===== config.mk =====
export PLATFORM = sky130hd
export DESIGN_NAME = simon_ti_host_seq
export DESIGN_NICKNAME = d
export VERILOG_FILES = /design/src/rtl/simon_ti_host_seq.sv
export SDC_FILE = /design/constraint.sdc
export NUM_CORES = 1
export LEC_CHECK = 0
export BUFFER_PORTS_ARGS = -buffer_cell sky130_fd_sc_hd__buf_4
export CAP_MARGIN = 0
export CORE_AREA = 2 2 377 379
export CTS_BUF_LIST = sky130_fd_sc_hd__clkbuf_4
export CTS_CLUSTER_DIAMETER = 100
export DETAILED_ROUTE_END_ITERATION = 8
export DIE_AREA = 0 0 379 381
export PLACE_DENSITY = 0.5
export REMOVE_ABC_BUFFERS = 1
export SYNTH_ARGS = -nofsm -noshare
export SYNTH_HDL_FRONTEND = slang
export SYNTH_SLANG_ARGS = --single-unit

===== constraint.sdc =====
create_clock -name CLK -period 33.4 [get_ports CLK]
set_input_delay 5.01 -clock CLK [delete_from_list [all_inputs] [get_ports CLK]]
set_output_delay 5.01 -clock CLK [all_outputs]
set_load 0.02 [all_outputs]

===== src/rtl/simon_ti_host_seq.sv =====
// -----------------------------------------------------------------------------
// simon_ti_host_seq
//
// Host-side sequencer for the two-share threshold-implementation bit-serial
// SIMON core. It gathers the shared input block (plaintext and key shares)
// from 32-bit host writes and issues a single-cycle load strobe once the core
// is idle. It then waits for the core's valid flag, captures the result and
// hands it back to the host as a sequence of 32-bit reads, MSB word first.
//
// Optional feature: define SIMON_HOST_TIMEOUT_EN to bound the wait for
// core_dvld to TIMEOUT cycles. On expiry, err is set and the block returns
// to FILL. Without the macro the wait is unbounded and err is tied to 0.
//
// Ports
//   CLK, RST   clock (rising edge), asynchronous active-high reset
//   wr_en      host write strobe; taken only while wr_rdy=1
//   wr_data    host write word
//   wr_rdy     high while the input block is being filled
//   rd_en      host read pop; taken only while rd_vld=1
//   rd_data    result word currently presented to the host
//   rd_vld     high while result words are available
//   err        sticky timeout flag; cleared by the next accepted write
//   core_din   core Din bus (held stable from ARM until the next write)
//   core_drdy  core Drdy single-cycle load strobe
//   core_en    core EN; 0 in reset, 1 from the first edge after reset
//   core_dout  core Dout bus
//   core_dvld  core Dvld flag
//   core_bsy   core BSY flag; no load is strobed while it is high
// -----------------------------------------------------------------------------
module simon_ti_host_seq #(
  parameter int DIN_W   = 768,
  parameter int DOUT_W  = 128,
  parameter int WORD_W  = 32,
  parameter int TIMEOUT = 4096
) (
  input  logic              CLK,
  input  logic              RST,
  input  logic              wr_en,
  input  logic [WORD_W-1:0] wr_data,
  output logic              wr_rdy,
  input  logic              rd_en,
  output logic [WORD_W-1:0] rd_data,
  output logic              rd_vld,
  output logic              err,
  output logic [DIN_W-1:0]  core_din,
  output logic              core_drdy,
  output logic              core_en,
  input  logic [DOUT_W-1:0] core_dout,
  input  logic              core_dvld,
  input  logic              core_bsy
);

  localparam int NW_IN  = DIN_W / WORD_W;
  localparam int NW_OUT = DOUT_W / WORD_W;
  localparam int WC_W   = (NW_IN  > 1) ? $clog2(NW_IN)  : 1;
  localparam int RC_W   = (NW_OUT > 1) ? $clog2(NW_OUT) : 1;

  // Elaboration-time guard on the geometry; the timeout counter is 16 bits.
  if ((DIN_W % WORD_W) != 0 || (DOUT_W % WORD_W) != 0 ||
      TIMEOUT < 1 || TIMEOUT > 65535) begin : g_param_chk
    $error("simon_ti_host_seq: illegal parameter combination");
  end

  typedef enum logic [2:0] {FILL, ARM, PULSE, WAIT, DONE} state_t;

  state_t            state, state_nxt;
  logic [WC_W-1:0]   wcnt;
  logic [RC_W-1:0]   rcnt;
  logic [DOUT_W-1:0] result;
  logic              wr_acc, rd_acc, last_w, last_r, tmo;

  // Transfers are only honoured in the state that advertises them.
  assign wr_acc = wr_en && (state == FILL);
  assign rd_acc = rd_en && (state == DONE);
  assign last_w = (wcnt == WC_W'(NW_IN - 1));
  assign last_r = (rcnt == RC_W'(NW_OUT - 1));

  // NOTE: every always_comb output gets a default before the case, so no path
  // leaves it unassigned and no latch is inferred.
  always_comb begin
    state_nxt = state;
    unique case (state)
      FILL:    if (wr_acc && last_w) state_nxt = ARM;
      ARM:     if (!core_bsy)        state_nxt = PULSE;
      PULSE:                         state_nxt = WAIT;
      WAIT: begin
        if (core_dvld)               state_nxt = DONE;
        else if (tmo)                state_nxt = FILL;
      end
      DONE:    if (rd_acc && last_r) state_nxt = FILL;
      default:                       state_nxt = FILL;
    endcase
  end

  // NOTE: sequential state uses non-blocking assignments so every register
  // samples pre-edge values regardless of statement order.
  always_ff @(posedge CLK or posedge RST) begin
    if (RST) state <= FILL;
    else     state <= state_nxt;
  end

  // NOTE: core_din and result are ordinary flops with defined reset values
  // seen by the core and host, so they take the async reset like any other
  // control register (unlike a RAM array, which would be left unreset).
  always_ff @(posedge CLK or posedge RST) begin
    if (RST) begin
      wcnt     <= '0;
      rcnt     <= '0;
      core_din <= '0;
      result   <= '0;
      core_en  <= 1'b0;
    end else begin
      core_en <= 1'b1;
      if (wr_acc) begin
        core_din[DIN_W-1-int'(wcnt)*WORD_W -: WORD_W] <= wr_data;
        wcnt <= last_w ? '0 : wcnt + 1'b1;
      end
      if (state == WAIT && core_dvld) begin
        result <= core_dout;
        rcnt   <= '0;
      end else if (rd_acc) begin
        rcnt <= last_r ? '0 : rcnt + 1'b1;
      end
    end
  end

`ifdef SIMON_HOST_TIMEOUT_EN
  logic [15:0] tcnt;
  logic        err_q;

  // tcnt counts completed WAIT cycles without core_dvld; it idles at 0
  // outside WAIT so every wait starts from a fresh budget.
  assign tmo = (tcnt == 16'(TIMEOUT - 1));
  assign err = err_q;

  always_ff @(posedge CLK or posedge RST) begin
    if (RST) begin
      tcnt  <= '0;
      err_q <= 1'b0;
    end else begin
      if (state == WAIT && !core_dvld) tcnt <= tcnt + 16'd1;
      else                             tcnt <= '0;
      if (state == WAIT && !core_dvld && tmo) err_q <= 1'b1;
      else if (wr_acc)                        err_q <= 1'b0;
    end
  end
`else
  assign tmo = 1'b0;
  assign err = 1'b0;
`endif

  assign wr_rdy    = (state == FILL);
  assign rd_vld    = (state == DONE);
  assign core_drdy = (state == PULSE);
  assign rd_data   = result[DOUT_W-1-int'(rcnt)*WORD_W -: WORD_W];

endmodule

# Yosys cells after proc, flatten, opt, wreduce, memory -nomap -nowiden
# Index checks and enable logic that the tools add are counted.
[classes]
addsub = 5
n_eq_ne = 10
shifts = 3
n_mux = 10
reduce_logical = 8
[op_table]
columns = ["cell", "count"]
rows = [
  ["$shift 32x33->799 const A", 1],
  ["$shiftx 32x33->799", 1],
  ["$bwmux 768", 1],
  ["$shiftx 159x8->32", 1],
  ["$neg 11->33", 1],
  ["$pmux 3 s5", 1],
  ["$mux 3", 4],
  ["$sub 10x10->11 const A", 1],
  ["$sub 7x7->8 const A", 1],
  ["$eq 3x2->1 const B", 2],
  ["$mux 2", 3],
  ["$add 5x1->5 const B", 1],
  ["$eq 5x5->1 const B", 1],
  ["$logic_and 1x1->1", 5],
  ["$mux 5", 1],
  ["$ne 2x1->1 const B", 2],
  ["$ne 2x2->1 const B", 2],
  ["$reduce_and 4->1", 1],
  ["$eq 3x1->1 const B", 1],
  ["$eq 3x3->1 const B", 1],
  ["$logic_not 3->1", 1],
  ["$add 2x1->2 const B", 1],
  ["$eq 2x2->1 const B", 1],
  ["$reduce_bool 2->1", 1],
]
[word_totals]
regBits = 907
input_bits = 166
out_inout_bits = 805
word_cells = 42

# Longest topological paths before layout
[logic_depth]
word_depth = 5
mapped_depth = 7
mapped_depth_nobuf = 4

# Worst setup path before layout
# No wires, ideal clock.
[synth_timing]
kind = "register to output"
from = "reg rcnt[0]"
to = "out rd_data[0]"
arrival_time_ns = 1.776
required_time_ns = 28.390
slack_ns = 26.614
path_stages_with_launch = 4
n_path_buf = 2
cell_sequence = "dfrtp_1 clkbuf_1 buf_1 mux4_2"
[synth_between]
elab_chain_cells = 2
[synth_rtl]
columns = ["item", "line", "source"]
rows = [
  ["from (decl)", "68", "logic [RC_W-1:0] rcnt;"],
  ["from (signal assigned)", "122", "rcnt <= last_r ? '0 : rcnt + 1'b1;"],
  ["$sub 7x7->8", "155", "assign rd_data = result[DOUT_W-1-int'(rcnt)*WORD_W -: WORD_W];"],
  ["$shiftx 159x8->32", "155", ""],
  ["to (decl)", "42", "output logic [WORD_W-1:0] rd_data,"],
]
# Every way passes these cells.

# Worst setup path in the final report
[layout_timing]
from = "reg rcnt[0]"
to = "out rd_data[23]"
# Same word-level chain as after synthesis.

==> metrics.md <==
| Metric | Value |
|---|---|
| Area of the multi-input gates | 0.0116 sq mm |
| Detail Route Antenna Nets | 0 |
| Post-DP Area | 0.0444 sq mm |
| Initial Utilization | 24.9% |
| Cts hold-fix bufs | 0 |
| Endpoints failing hold | 0 |
| Post-route cell area | 0.0476 sq mm |
| Residual DRC | 0 |
| Layout area overhead | 36.1% |
| Global route total overflow | 0 |
| Worst Skew | 0.0950 ns |
| Top-Level Pins | 971 |
| Total power | 4.91 mW |
| Core footprint | 0.141 sq mm |
| Outcome | completed |
| Tmin final | 7.98 ns |
| Number of buffers added for setup after CTS | 0 |
| Synth area leader | dfrtp_1 |
| Most common cell after layout, fill and taps aside | buf_4 |
| Clk Latency, worst-skew pair | 1.16 ns |
| Post-route setup TNS | 0 ns |
| Max cap viols | 0 |
| Setup ws final | 25.42 ns |
| Vias in the first global route | 23,900 |
| IR Drop Worst-Case VDD | 52.1 uV |
| Die Y-Extent | 381 um |
| Mean Syn Cell Area | 16.7 sq um |
| CP startpoint kind | register |
| Mapped Cells | 2,100 |
| H-Tree Depth | 5 |
| #FFs+latches synth | 907 |
| Hold Crit Class | reg -> reg |
| CTS resizes | 0 |
| Max_slew headroom | 26.3% |
| Layout cell share with drive strength beyond 1 | 69.2% |
| Chip Width | 379 um |
| Pins Over Slew Limit | 0 |
| CTS Buf Count | 280 |
| Top cell type's share of synthesized area | 64.9% |
| CTS Buffer Depth | 4 |
| Initial detailed-routing violation count | 963 |
| Final period util | 23.9% |
| Drt wl/cell | 25.5 um |
| Reg area | 0.0227 sq mm |
| Crit path DAT | 2.97 ns |
| WL final | 135,000 um |
| Final nets | 3,398 |
| Most frequent cells in the layout | buf_4 (1,016), dfrtp_1 (906), mux2_2 (839), clkbuf_4 (398), clkinv_1 (33) |
| Worst EP required | 28.39 ns |
| Post-Syn Area | 0.0350 sq mm |
| Fill cells | 14,100 |
| CTS root buf | clkbuf_4 |
| Worst hold margin | 0.486 ns |
| CTS tree | done |
| RSZ-0062 raised after global routing | no |
| GPL Wtd Cong | 0.771 |
| Clk sink count | 907 |
| CTS clk-pin slew, worst paths | 0.06 ns |
| IO Port Bufs | 969 |
| Synth async-reset ratio | 100% |
| CP max FO | 35 |
| Leakage | 24.1 nW |
| Vias | 23,000 |
| First-pass GRT wire length | 186,000 um |
| DRT Pass-1 Iters | 6 |
| Synth area leaders | dfrtp_1 (65%), mux2_2 (27%), mux4_2 (2.1%) |
| Slew @ Worst Pin | 1.10 ns |
| Register area share after synthesis | 64.9% |
| Endpoints failing setup | 0 |
| Pre-CTS setup slack | 24.53 ns |
| FMAX | 125 MHz |
| Power density cells | 103 mW/mm^2 |
| Overall Global Routing Usage | 18.3% |
| Hpwl dp | 89,400 um |
| Number of antenna violations at the first check in global routing | 12 |
| Number of synthesized flops with an enable pin | 0 |
| Largest net degree at the start of global routing | 146 |
| Synth Warn # | 0 |
| CP Class | reg -> out |
| Drt via density | 4.34 |
| Critical path endpoint category | primary output |
| Row count | 138 |
| Most used flip-flop cell after synthesis | dfrtp_1 |
| Die area | 0.144 sq mm |
| Unique masters post-synth | 40 |
[cells in the mapped netlist, types with 3 or more instances]
| cell type | number |
|---|---|
| a21oi_1 | 3 |
| and2_1 | 4 |
| buf_1 | 11 |
| buf_2 | 13 |
| buf_4 | 10 |
| buf_6 | 5 |
| clkbuf_1 | 132 |
| dfrtp_1 | 907 |
| ha_1 | 3 |
| mux2_1 | 27 |
| mux2_2 | 839 |
| mux2_4 | 30 |
| mux4_2 | 32 |
| nand2_1 | 15 |
| nand3_1 | 9 |
| nand4_1 | 14 |
| nor2_1 | 5 |
| nor2b_1 | 9 |
| nor3b_1 | 3 |
| o21ai_0 | 3 |
[final cells by class]
| cell class | instances | share of cell area, % |
|---|---|---|
| Timing Repair Buffer | 1018 | 16.1 |
| Multi-Input combinational cell | 1020 | 24.5 |
| Tap cell | 1890 | 4.97 |
| Clock buffer | 398 | 6.28 |
| Clock inverter | 46 | 0.371 |
| Antenna cell | 19 | 0.0999 |
| Inverter | 2 | 0.0315 |
| Sequential cell | 907 | 47.7 |
[report_power, final]
part	switching, mW	internal, mW
registers	0.258	1.57
clock network	0.482	0.540
logic	1.11	0.955
total	1.85	3.06
[critical path, stage by stage (launching register included)]
cell and delay (ns):
dfrtp_2 0.34, buf_4 0.61, mux4_2 0.70, buf_4 0.20
[flip-flops by register name (all words and copies together) (netlist names)]
signal / flops
core_din: 768
state: 3
core_en: 1
result: 128
wcnt: 5
rcnt: 2
[metrics by stage]
stage,cells,util [%]
after floorplan,1929,-
after global placement,4837,31.6
after detailed placement,4837,31.6
after CTS,5281,33.8
after global routing,5294,33.9
final,5300,33.9
[final timing paths]
check,end,slack (ns),depth (start not counted),startpoint
max in group asynchronous,core_din[441],25.86,6,RST
max,rd_data[23],25.42,3,rcnt[0]
min in group asynchronous,core_din[101],4.04,2,RST
min reg2reg,core_din[257],0.49,1,core_din[257]
max reg2reg,core_din[418],29.93,5,wcnt[3]
min,core_din[257],0.49,1,core_din[257]
[metal layers]
layer | vias to the layer above | routed length [um] | part of all wire, % | track usage, %
met4 | 0 | 3900 | 2.9 | 7.08
met3 | 219 | 10800 | 8.0 | 5.98
met2 | 829 | 69200 | 51 | 31.5
li1 | 9904 | - | - | -
met5 | - | 0 | 0 | 0
met1 | 12000 | 51200 | 38 | 20.9
[logic make-up (layout without fill, tap and decap cells)]
kind of cell             after synthesis  in the layout  synth area share [%]
XOR/XNOR                               1              1                0.0250
AO/OA/AOI/OAI                         10             10                 0.190
AND/OR/NAND/NOR                       75             75                  1.43
adder cells (fa/ha/maj)                3              3                 0.107
multiplexers                         929            929                  31.2
other                                  2             21                0.0215
buffers and inverters                173           1464                  2.12
flip-flops                           907            907                  64.9
No activity file was read; power rests on OpenSTA's default activity.
